$ cat config.mk
export PLATFORM = sky130hd
export DESIGN_NAME = ripple_count_sampler
export DESIGN_NICKNAME = d
export VERILOG_FILES = /design/src/rtl/ripple_count_sampler.sv
export SDC_FILE = /design/constraint.sdc
export NUM_CORES = 1
export LEC_CHECK = 0
export BUFFER_PORTS_ARGS = -buffer_cell sky130_fd_sc_hd__buf_2
export CORE_MARGIN = 5
export CORE_UTILIZATION = 55
export CTS_BUF_LIST = sky130_fd_sc_hd__clkbuf_2 sky130_fd_sc_hd__clkbuf_4 sky130_fd_sc_hd__clkbuf_8
export DETAILED_ROUTE_END_ITERATION = 10
export PLACE_DENSITY = 0.85
export SYNTH_ARGS = -nofsm -noshare
export SYNTH_HDL_FRONTEND = slang
export SYNTH_SLANG_ARGS = --single-unit
$ cat constraint.sdc
create_clock -name clk -period 3.2 [get_ports clk]
set_input_delay 0.32 -clock clk [delete_from_list [all_inputs] [get_ports clk]]
set_output_delay 0.32 -clock clk [all_outputs]
set_load 0.005 [all_outputs]
$ cat src/rtl/ripple_count_sampler.sv
// Brings the asynchronous 4-bit ripple count into clk: synchronizes it, filters it, adds wrap-count
// extension bits and hands out snapshots over valid/ready. RIPPLE_COUNT_SAMPLER_OVF_EN builds ovf.
module ripple_count_sampler #(
  parameter int unsigned EXT_W      = 4,
  parameter int unsigned STABLE_CYC = 2
) (
  input  logic               clk,
  input  logic               reset,
  input  logic [3:0]         cnt_in,
  input  logic               sample_req,
  output logic [3+EXT_W:0]   out_count,
  output logic               out_valid,
  input  logic               out_ready,
  output logic               wrap_pulse,
  output logic               ovf
);

  // s2 is the newest history entry, so only STABLE_CYC-1 older copies are stored.
  localparam int unsigned HistDepth = STABLE_CYC - 1;

  typedef enum logic [1:0] {StIdle, StCapture, StHold} state_e;

  logic [3:0]                s1_q, s2_q;
  logic [HistDepth-1:0][3:0] hist_q;
  logic [3:0]                stable_q, stable_d;
  logic [EXT_W-1:0]          ext_q, ext_d;
  logic                      wrap_q, wrap_d;
  logic                      all_eq;

  state_e                    state_q;
  logic [3+EXT_W:0]          out_count_q;
  logic                      out_valid_q;

  always_comb begin
    all_eq = 1'b1;
    for (int i = 0; i < HistDepth; i++) begin
      if (hist_q[i] != s2_q) all_eq = 1'b0;
    end
  end

  // A drop in value on a load can only be a 4-bit wrap within the operating range.
  always_comb begin
    stable_d = stable_q;
    ext_d    = ext_q;
    wrap_d   = 1'b0;
    if (all_eq && (s2_q != stable_q)) begin
      stable_d = s2_q;
      if (s2_q < stable_q) begin
        ext_d  = ext_q + EXT_W'(1);
        wrap_d = 1'b1;
      end
    end
  end

  always_ff @(posedge clk or negedge reset) begin
    if (!reset) begin
      s1_q     <= '0;
      s2_q     <= '0;
      hist_q   <= '0;
      stable_q <= '0;
      ext_q    <= '0;
      wrap_q   <= 1'b0;
    end else begin
      s1_q      <= cnt_in;
      s2_q      <= s1_q;
      hist_q[0] <= s2_q;
      for (int i = 1; i < HistDepth; i++) begin
        hist_q[i] <= hist_q[i-1];
      end
      stable_q <= stable_d;
      ext_q    <= ext_d;
      wrap_q   <= wrap_d;
    end
  end

  // Snapshot reads the registered {ext, stable}, so it always sees a consistent pre-update pair.
  always_ff @(posedge clk or negedge reset) begin
    if (!reset) begin
      state_q     <= StIdle;
      out_count_q <= '0;
      out_valid_q <= 1'b0;
    end else begin
      case (state_q)
        StIdle: begin
          if (sample_req) state_q <= StCapture;
        end
        StCapture: begin
          out_count_q <= {ext_q, stable_q};
          out_valid_q <= 1'b1;
          state_q     <= StHold;
        end
        StHold: begin
          if (out_ready) begin
            out_valid_q <= 1'b0;
            state_q     <= sample_req ? StCapture : StIdle;
          end
        end
        default: begin
          out_valid_q <= 1'b0;
          state_q     <= StIdle;
        end
      endcase
    end
  end

`ifdef RIPPLE_COUNT_SAMPLER_OVF_EN
  logic ovf_q;

  always_ff @(posedge clk or negedge reset) begin
    if (!reset) begin
      ovf_q <= 1'b0;
    end else if (sample_req &&
                 ((state_q == StCapture) || ((state_q == StHold) && !out_ready))) begin
      ovf_q <= 1'b1;
    end
  end

  assign ovf = ovf_q;
`else
  assign ovf = 1'b0;
`endif

  assign out_count  = out_count_q;
  assign out_valid  = out_valid_q;
  assign wrap_pulse = wrap_q;

endmodule

==> flow_summary.toml, run 1 <==
[layout]
layout-area-overhead-vs-synth_pct = 14.30
ff_latch_area_um2 = 800.8
fillers = 180
num_antenna_cells = 0
nets = 120
fin_cells = 135
layout-drive-gt1-share_pct = 32.71
multi_input_area_um2 = 389.1
final_area_mm2 = 0.001390

[global_routing]
first_global_vias = 726
antenna_found_initial = 0
grt_max_degree = 33
grt-ovfl-total = 0
track_usage_pct = 13.49
grt_pass1_wl_um = 3229

[timing]
finalCritPeriodShare_pct = 61.48
rsz0062_at_grt = "no"
worst_pin_slew_ns = 0.6631
setup_viol = 0
min_period_ns = 1.967
fmax_mhz = 508.3
max_slew_margin_pct = 55.80
tns_ns = 0
worst_slack_ns = 1.233
skew_ns = 0.006700
drv_slew = 0
hold_viol = 0

[drt]
wirelength_um = 1744
vias = 686
drtAntennaViolNets = 0
drtIter0Drc = 10
via_per_inst = 5.081
drt_pass1_iterations = 4
wl_per_cell_um = 12.92
drc = 0

[setup_path]
reg2reg_slack_ns = 1.23
path_max_fanout = 5
r2r-start = "s2_q[1]"
critical_path_class = "reg2reg"
cp.arrival_ns = 2.18
cp-start-kind = "flip-flop"
worst_r2r_path_depth = 5
worstPathRequired_ns = 3.41
critPathCapture = "ext_q[1]"
crit_start = "s2_q[1]"
r2r-end = "ext_q[1]"
crit_path_end_kind = "flip-flop"

[logic_synthesis]
yosysUniqueCellTypes = 20
avgSynthCellArea_um2 = 14.31
synth-seq-cells = 32
synth_nets = 98
ys_warn_count = 0
synthCells = 85
synth_area_mm2 = 0.001216
yosysSeqAreaShare_pct = 65.84

[floorplanning]
die_h_um = 57.03
start_util_pct = 56.06
ioPinCount = 19
fp.dieArea_mm2 = 0.003252
die_w_um = 57.03
rows = 17
fp.coreArea_mm2 = 0.002170

[clock_tree]
post_cts_resized = 0
cts_max_level = 2
cts_buffer_depth = 2
numClockSinks = 32
postCtsSetupBuffers = 0
cts-buffers-inserted = 5
clk_pin_slew_ns = 0.09
hold_buffers = 0
clock_latency_ns = 0.32
cts_tree = "yes"
root_buffer = "clkbuf_4"

[status]
status = "completed"

[hold_path]
hold_path.class = "in2async"

[placed_design]
place_congestion = 0.8606
numPortBuffers = 17
placed_area_mm2 = 0.001325
hpwlAfterDp_um = 1326
dpl.cell_count = 128
place_ws_ns = 1.252

[power]
total_leakage_power_nw = 0.7006
power_density_mw_per_mm2 = 763.2
peakVddDrop_mv = 0.4780

[job]
cap_violations = 0
[worst min-delay path by stage]
stage                       end  startpoint  slack (ns)  cells after the start
finish                  s1_q[1]       reset        0.02                      1
global route            s1_q[0]       reset        0.06                      1
CTS                 stable_q[0]       reset        0.03                      1
detailed placement      s2_q[2]     s1_q[2]        0.33                      0
global placement        s2_q[0]     s1_q[0]        0.33                      0
floorplan              ext_q[0]       reset        0.02                      0
[registers in the layout (all words and copies together), names as in the netlist]
| register | count |
|---|---|
| s2_q | 4 |
| hist_q | 4 |
| wrap_pulse | 1 |
| state_q | 2 |
| out_count | 8 |
| s1_q | 4 |
| ext_q | 4 |
| stable_q | 4 |
| out_valid | 1 |
[report_power, final]
| group | internal, mW | total, mW | switching [mW] |
|---|---|---|---|
| clock network | 0.124 | 0.248 | 0.124 |
| logic | 0.136 | 0.254 | 0.118 |
| registers | 0.501 | 0.559 | 0.0580 |
[logic make-up after synthesis]
kind of cell               synth area share, %
xor gates and xnor gates                 5.041
DFF                                      65.84
other                                   0.3083
adders and majority gates                5.144
muxes                                    8.334
AOI/OAI and AO/OA                        4.321
buffers and inverters                    2.160
and+or+nand+nor                          8.847
[placed cells by master (no fill, tap or decap), drive strengths merged, types with 2 or more instances in the layout]
cell type and instances:
buf 17, clkbuf 7, dfrtp 32, ha 5, inv 4, mux2 9
nand2 7, nand2b 2, nand4 3, o21ai 6, xnor2 4, xor2 3
[critical path, cell delays in order (launching register included)]
cell     delay [ns]
dfrtp_1        0.42
ha_1           0.32
nor2b_4        0.13
o211a_1        0.22
nor4b_4        0.38
mux2_2         0.38
[metal layers]
| metal | global-route usage (%) | up-vias | share of wire, % |
|---|---|---|---|
| met5 | 0 | - | 0 |
| met1 | 15.82 | 337 | 41 |
| li1 | - | 328 | - |
| met4 | 6.954 | 0 | 1.7 |
| met2 | 20.88 | 17 | 51 |
| met3 | 6.109 | 4 | 6.2 |
[synthesized netlist by cell type]
| cell type | n | share of area, % |
|---|---|---|
| a21oi_1 | 1 | 0.41 |
| and3b_1 | 1 | 0.72 |
| buf_4 | 1 | 0.62 |
| clkbuf_1 | 1 | 0.31 |
| conb_1 | 1 | 0.31 |
| dfrtp_1 | 32 | 66 |
| ha_1 | 5 | 5.1 |
| inv_1 | 4 | 1.2 |
| mux2_2 | 9 | 8.3 |
| nand2_1 | 7 | 2.2 |
| nand2b_1 | 2 | 1.0 |
| nand4_1 | 3 | 1.5 |
| nor2_1 | 1 | 0.31 |
| nor2b_4 | 1 | 1.1 |
| nor4b_4 | 1 | 2.0 |
| o211a_1 | 1 | 0.82 |
| o21a_1 | 1 | 0.62 |
| o21ai_0 | 6 | 2.5 |
| xnor2_1 | 4 | 2.9 |
| xor2_1 | 3 | 2.2 |
[per-stage QoR]
stage	power [mW]	util [%]	hold WS, ns
floorplan	0.7272	-	0.02441
global placement	0.8105	61.07	0.3336
detailed placement	0.8287	61.07	0.3347
CTS	1.081	64.07	0.03395
global route	1.148	64.07	0.05953
finish	1.061	64.07	0.02063
[cell type report]
type | count | share of cell area, %
tap | 28 | 2.520
clock buffer | 7 | 4.680
inverter | 4 | 1.080
sequential | 32 | 57.61
multi-input combinational | 47 | 27.99
timing repair buffer | 17 | 6.121
No activity file was read; power rests on OpenSTA's default activity.
==> run 2, diff against run 1 <==
Settings changed: CORE_UTILIZATION 55 to 51, PLACE_DENSITY 0.85 to 0.83.
Clock period 3.2 ns to 1.72 ns, I/O delays scaled along.
==> run 2 against run 1 <==
Compared with the run above:
- cell count up 8.9%
- cell area up 9.0%
- non-clock buffer count is 11 higher
- worst setup slack worse by 1.3 ns
- the flow now finishes with violations (negative setup slack)
- flip-flop and latch count stayed put
==> flow_summary.toml, run 2 (synthesis gave the netlist of run 1 again) <==
[global_routing]
grt_pass1_wl_um = 3367
met3_usage_pct = 5.921
met2_usage_pct = 21.45
grt-ovfl-total = 0
busiest_layer = "met2"
grt_max_degree = 33
use_met1_pct = 14.94
track_usage_pct = 13.49
antenna_found_initial = 0
first_global_vias = 792

[power]
finalPower_mw = 2.057
power_density_mw_per_mm2 = 1358
total_leakage_power_nw = 0.7550
peakVddDrop_mv = 0.9431

[placed_design]
placed_area_mm2 = 0.001374
place_ws_ns = -0.1059
numPortBuffers = 17
place_congestion = 0.8107
hpwlAfterDp_um = 1414

[drt]
via_per_inst = 4.980
wirelength_um = 1928
vias = 732
drt_pass1_iterations = 3
wl_per_cell_um = 13.12
drtIter0Drc = 2
drtAntennaViolNets = 0
drc = 0

[layout]
layout-area-overhead-vs-synth_pct = 24.59
layout_commonest_cell = "dfrtp_1"
nets = 131
ff_latch_area_um2 = 800.8
layout-drive-gt1-share_pct = 37.82
multi_input_area_um2 = 417.9
fillers = 172
most-common-layout-cells = "dfrtp_1, buf_2, mux2_2, nand2_1, clkbuf_4"
largest_reg_flops = 8
final_area_mm2 = 0.001515
num_antenna_cells = 0

[timing]
finalCritPeriodShare_pct = 104.5
timing.hold.ws_ns = 0.1155
rsz0062_at_grt = "yes"
setup_viol = 3
worst_pin_slew_ns = 0.6638
max_slew_margin_pct = 55.74
skew_ns = 0.005305
drv_slew = 0
fmax_mhz = 556.6
worst_slack_ns = -0.07672
hold_viol = 0
tns_ns = -0.1433
min_period_ns = 1.797

[floorplanning]
start_util_pct = 53.94
die_h_um = 58.83
fp.dieArea_mm2 = 0.003461
die_w_um = 58.83
ioPinCount = 19
fp.coreArea_mm2 = 0.002255
rows = 17

[clock_tree]
cts_buffer_depth = 2
clock_latency_ns = 0.31
numClockSinks = 32
cts_tree = "yes"
clk_pin_slew_ns = 0.09
root_buffer = "clkbuf_4"
cts-buffers-inserted = 5
cts_max_level = 2

[setup_path]
cp.arrival_ns = 2.00
path_max_fanout = 5
critical_path_class = "reg2reg"
reg2reg_slack_ns = -0.08
crit_path_end_kind = "flip-flop"
cp-start-kind = "flip-flop"
r2r-end = "ext_q[1]"
worstPathRequired_ns = 1.92
worst_r2r_path_depth = 6
r2r-start = "stable_q[1]"

[hold_path]
hold_end = "state_q[0]"
hp-start = "sample_req"
hold_path.class = "in2reg"
hold_depth = 2

[status]
status = "complete, but fails checks"
failed_checks = "negative setup slack"

[job]
cap_violations = 0
==> run 2: cell types whose count changed in the layout (fill, tap and decap cells not counted), moves of 2 or more <==
| cell | delta |
|---|---|
| buf_4 | +6 |
| clkbuf_4 | +2 |
| dlygate4sd3_1 | +5 |
| ha_1 | -2 |
| ha_4 | +2 |
==> run 2: per-stage QoR <==
step,std cells,utilization [%]
after floorplan,85,-
after global placement,134,60.93
after detailed placement,134,60.93
after CTS,147,66.09
after global routing,147,67.20
final,147,67.20
==> run 2: worst max path at each step <==
stage | start | cells past startpoint | to | slack (ns)
floorplan | s2_q[1] | 5 | ext_q[1] | -0.07
global placement | stable_q[1] | 6 | ext_q[1] | -0.06
detailed placement | stable_q[1] | 6 | ext_q[1] | -0.11
CTS | stable_q[1] | 6 | ext_q[1] | -0.12
global route | stable_q[1] | 7 | ext_q[3] | -0.17
finish | stable_q[1] | 6 | ext_q[1] | -0.08
==> run 2: power by group <==
group	switching (mW)	leakage (nW)	internal, mW	total (mW)
logic	0.252	0.321	0.309	0.561
registers	0.113	0.394	0.932	1.04
clock network	0.218	0.0394	0.233	0.451
total	0.583	0.755	1.47	2.06
==> run 2: what timing repair did <==
item | CTS | global route
setup endpoints to repair | 4 | 4
gates resized for setup | 0 | 3
pin swaps | 2 | 1
buffers inserted | 0 | 0
cloned | 0 | 0
hold endpoints to repair | 36 | 0
hold buffers | 5 | 0
==> run 2: worst max-delay path, cell delays in order, from the launching register on <==
cell,delay [ns]
dfrtp_1,0.39
inv_2,0.08
ha_4,0.20
nor2b_4,0.12
o211a_1,0.23
nor4b_4,0.34
mux2_4,0.33
==> run 2: layout make-up <==
| type | instances | area share (%) |
|---|---|---|
| sequential | 32 | 52.85 |
| multi-input combinational | 47 | 27.58 |
| timing repair buffer | 28 | 11.89 |
| clock buffer | 8 | 4.377 |
| tap | 28 | 2.312 |
| inverter | 4 | 0.9909 |
==> run 2: routing by layer <==
metal / share of wire, % / routed length, um
met5: 0 / 0
met4: 1.3 / 25
met3: 5.0 / 97
met1: 40 / 779
met2: 53 / 1025
==> run 3, diff against run 2 <==
Settings changed: CORE_UTILIZATION 51 to 55, PLACE_DENSITY 0.83 to 0.85, SKIP_CTS_REPAIR_TIMING set to 1.
Clock period 1.72 ns to 1.7 ns, I/O delays scaled along.
==> run 3 against run 2 <==
Compared with the run above:
- the run still ends with negative setup slack left
- hold slack lost 0.021 ns
- combinational power grew 2%
- sequential power is essentially flat
- wire length grew 3.7%
- clock-buffer cell count shrank 1
- clock skew grew 0.0031 ns
- worst setup slack lost 0.082 ns
- fmax shrank 3.3%
- utilization grew 2.9 points
- total power grew 1.5%
- non-clock buffer count grew 1
- register-to-register slack lost 0.08 ns
- largest power group unchanged
==> flow_summary.toml, run 3 (synthesis gave the netlist of run 1 again) <==
[floorplanning]
fp.dieArea_mm2 = 0.003252
start_util_pct = 56.06
ioPinCount = 19
rows = 17
die_w_um = 57.03
die_h_um = 57.03
fp.coreArea_mm2 = 0.002170

[job]
cap_violations = 0

[clock_tree]
cts-buffers-inserted = 5
cts_tree = "yes"
root_buffer = "clkbuf_4"
cts_buffer_depth = 2
numClockSinks = 32
clk_pin_slew_ns = 0.09
clock_latency_ns = 0.32
cts_max_level = 2

[power]
power_density_mw_per_mm2 = 1374
total_leakage_power_nw = 0.7581
peakVddDrop_mv = 0.7781
finalPower_mw = 2.089

[setup_path]
worst-path-buf-inv = 1
cp.arrival_ns = 2.06
worstPathRequired_ns = 1.90
reg2reg_slack_ns = -0.16
slowest_delay_ns = 0.40
cp-start-kind = "flip-flop"
r2r-end = "ext_q[1]"
path_max_fanout = 5
critPathTopFamily = "simple AND/OR/NAND/NOR gates"
crit_path_end_kind = "flip-flop"
worst_r2r_path_depth = 6
critical_path_class = "reg2reg"
r2r-start = "stable_q[1]"
path_cells = "inv_2 -> ha_4 -> nor2b_4 -> o211a_1 -> nor4b_4 -> mux2_4"
cp_slowest_cell = "dfrtp_1"

[layout]
most-common-layout-cells = "dfrtp_1, buf_2, mux2_2, nand2_1, buf_4"
fillers = 154
fin_cells = 147
layout_commonest_cell = "dfrtp_1"
ff_latch_area_um2 = 800.8
final_area_mm2 = 0.001520
largest_reg_flops = 8
layout-drive-gt1-share_pct = 38.66
num_antenna_cells = 0
fin_util_pct = 70.07
multi_input_area_um2 = 416.7
layout-area-overhead-vs-synth_pct = 25.00
nets = 132

[drt]
drtAntennaViolNets = 0
via_per_inst = 4.973
drtIter0Drc = 10
vias = 731
drc = 0
wl_per_cell_um = 13.60
drt_pass1_iterations = 5
wirelength_um = 1999

[global_routing]
grt_max_degree = 33
track_usage_pct = 13.97
use_met1_pct = 15.66
antenna_found_initial = 0
first_global_vias = 769
met2_usage_pct = 22.35
met3_usage_pct = 4.977
grt_pass1_wl_um = 3353
busiest_layer = "met2"
grt-ovfl-total = 0

[status]
failed_checks = "negative setup slack"
status = "complete, but fails checks"

[timing]
hold_viol = 0
rsz0062_at_grt = "yes"
drv_slew = 0
tns_ns = -0.4889
timing.hold.ws_ns = 0.09467
fmax_mhz = 538.0
setup_viol = 4
worst_slack_ns = -0.1588
finalCritPeriodShare_pct = 109.3
min_period_ns = 1.859
max_slew_margin_pct = 54.28
skew_ns = 0.008438
worst_pin_slew_ns = 0.6858

[hold_path]
hp-start = "sample_req"
hold_end = "state_q[0]"
hold_depth = 2
hold_path.class = "in2reg"

[placed_design]
place_congestion = 0.8583
hpwlAfterDp_um = 1357
numPortBuffers = 17
place_ws_ns = -0.1759
dpl.cell_count = 133
placed_area_mm2 = 0.001366
## run 3: power breakdown
group / switching (mW) / internal, mW / total, mW / leakage [nW]
Combinational: 0.264 / 0.310 / 0.573 / 0.326
Sequential: 0.113 / 0.943 / 1.06 / 0.394
Clock: 0.226 / 0.234 / 0.460 / 0.0374
## run 3: area by class of cell
type / instances / area share (%)
Sequential cell: 32 / 52.67
Timing Repair Buffer: 29 / 12.35
Clock buffer: 7 / 4.280
Inverter: 4 / 0.9877
Tap cell: 28 / 2.305
Multi-Input combinational cell: 47 / 27.41
## run 3: worst max-delay path by stage
| stage | startpoint | endpoint | slack, ns | cells past startpoint |
|---|---|---|---|---|
| after global placement | s2_q[1] | ext_q[3] | -0.11 | 6 |
| after detailed placement | stable_q[1] | ext_q[3] | -0.18 | 7 |
| after global routing | stable_q[3] | ext_q[3] | -0.22 | 7 |
| after CTS | stable_q[1] | ext_q[3] | -0.19 | 7 |
| after floorplan | s2_q[1] | ext_q[1] | -0.09 | 5 |
| final | stable_q[1] | ext_q[1] | -0.16 | 6 |
## run 3: routing by layer
metal  vias up  share of wire [%]
li1        351                  -
met1       353                 41
met2        20                 51
met3         7                5.2
met4         0                2.2
met5         -                  0
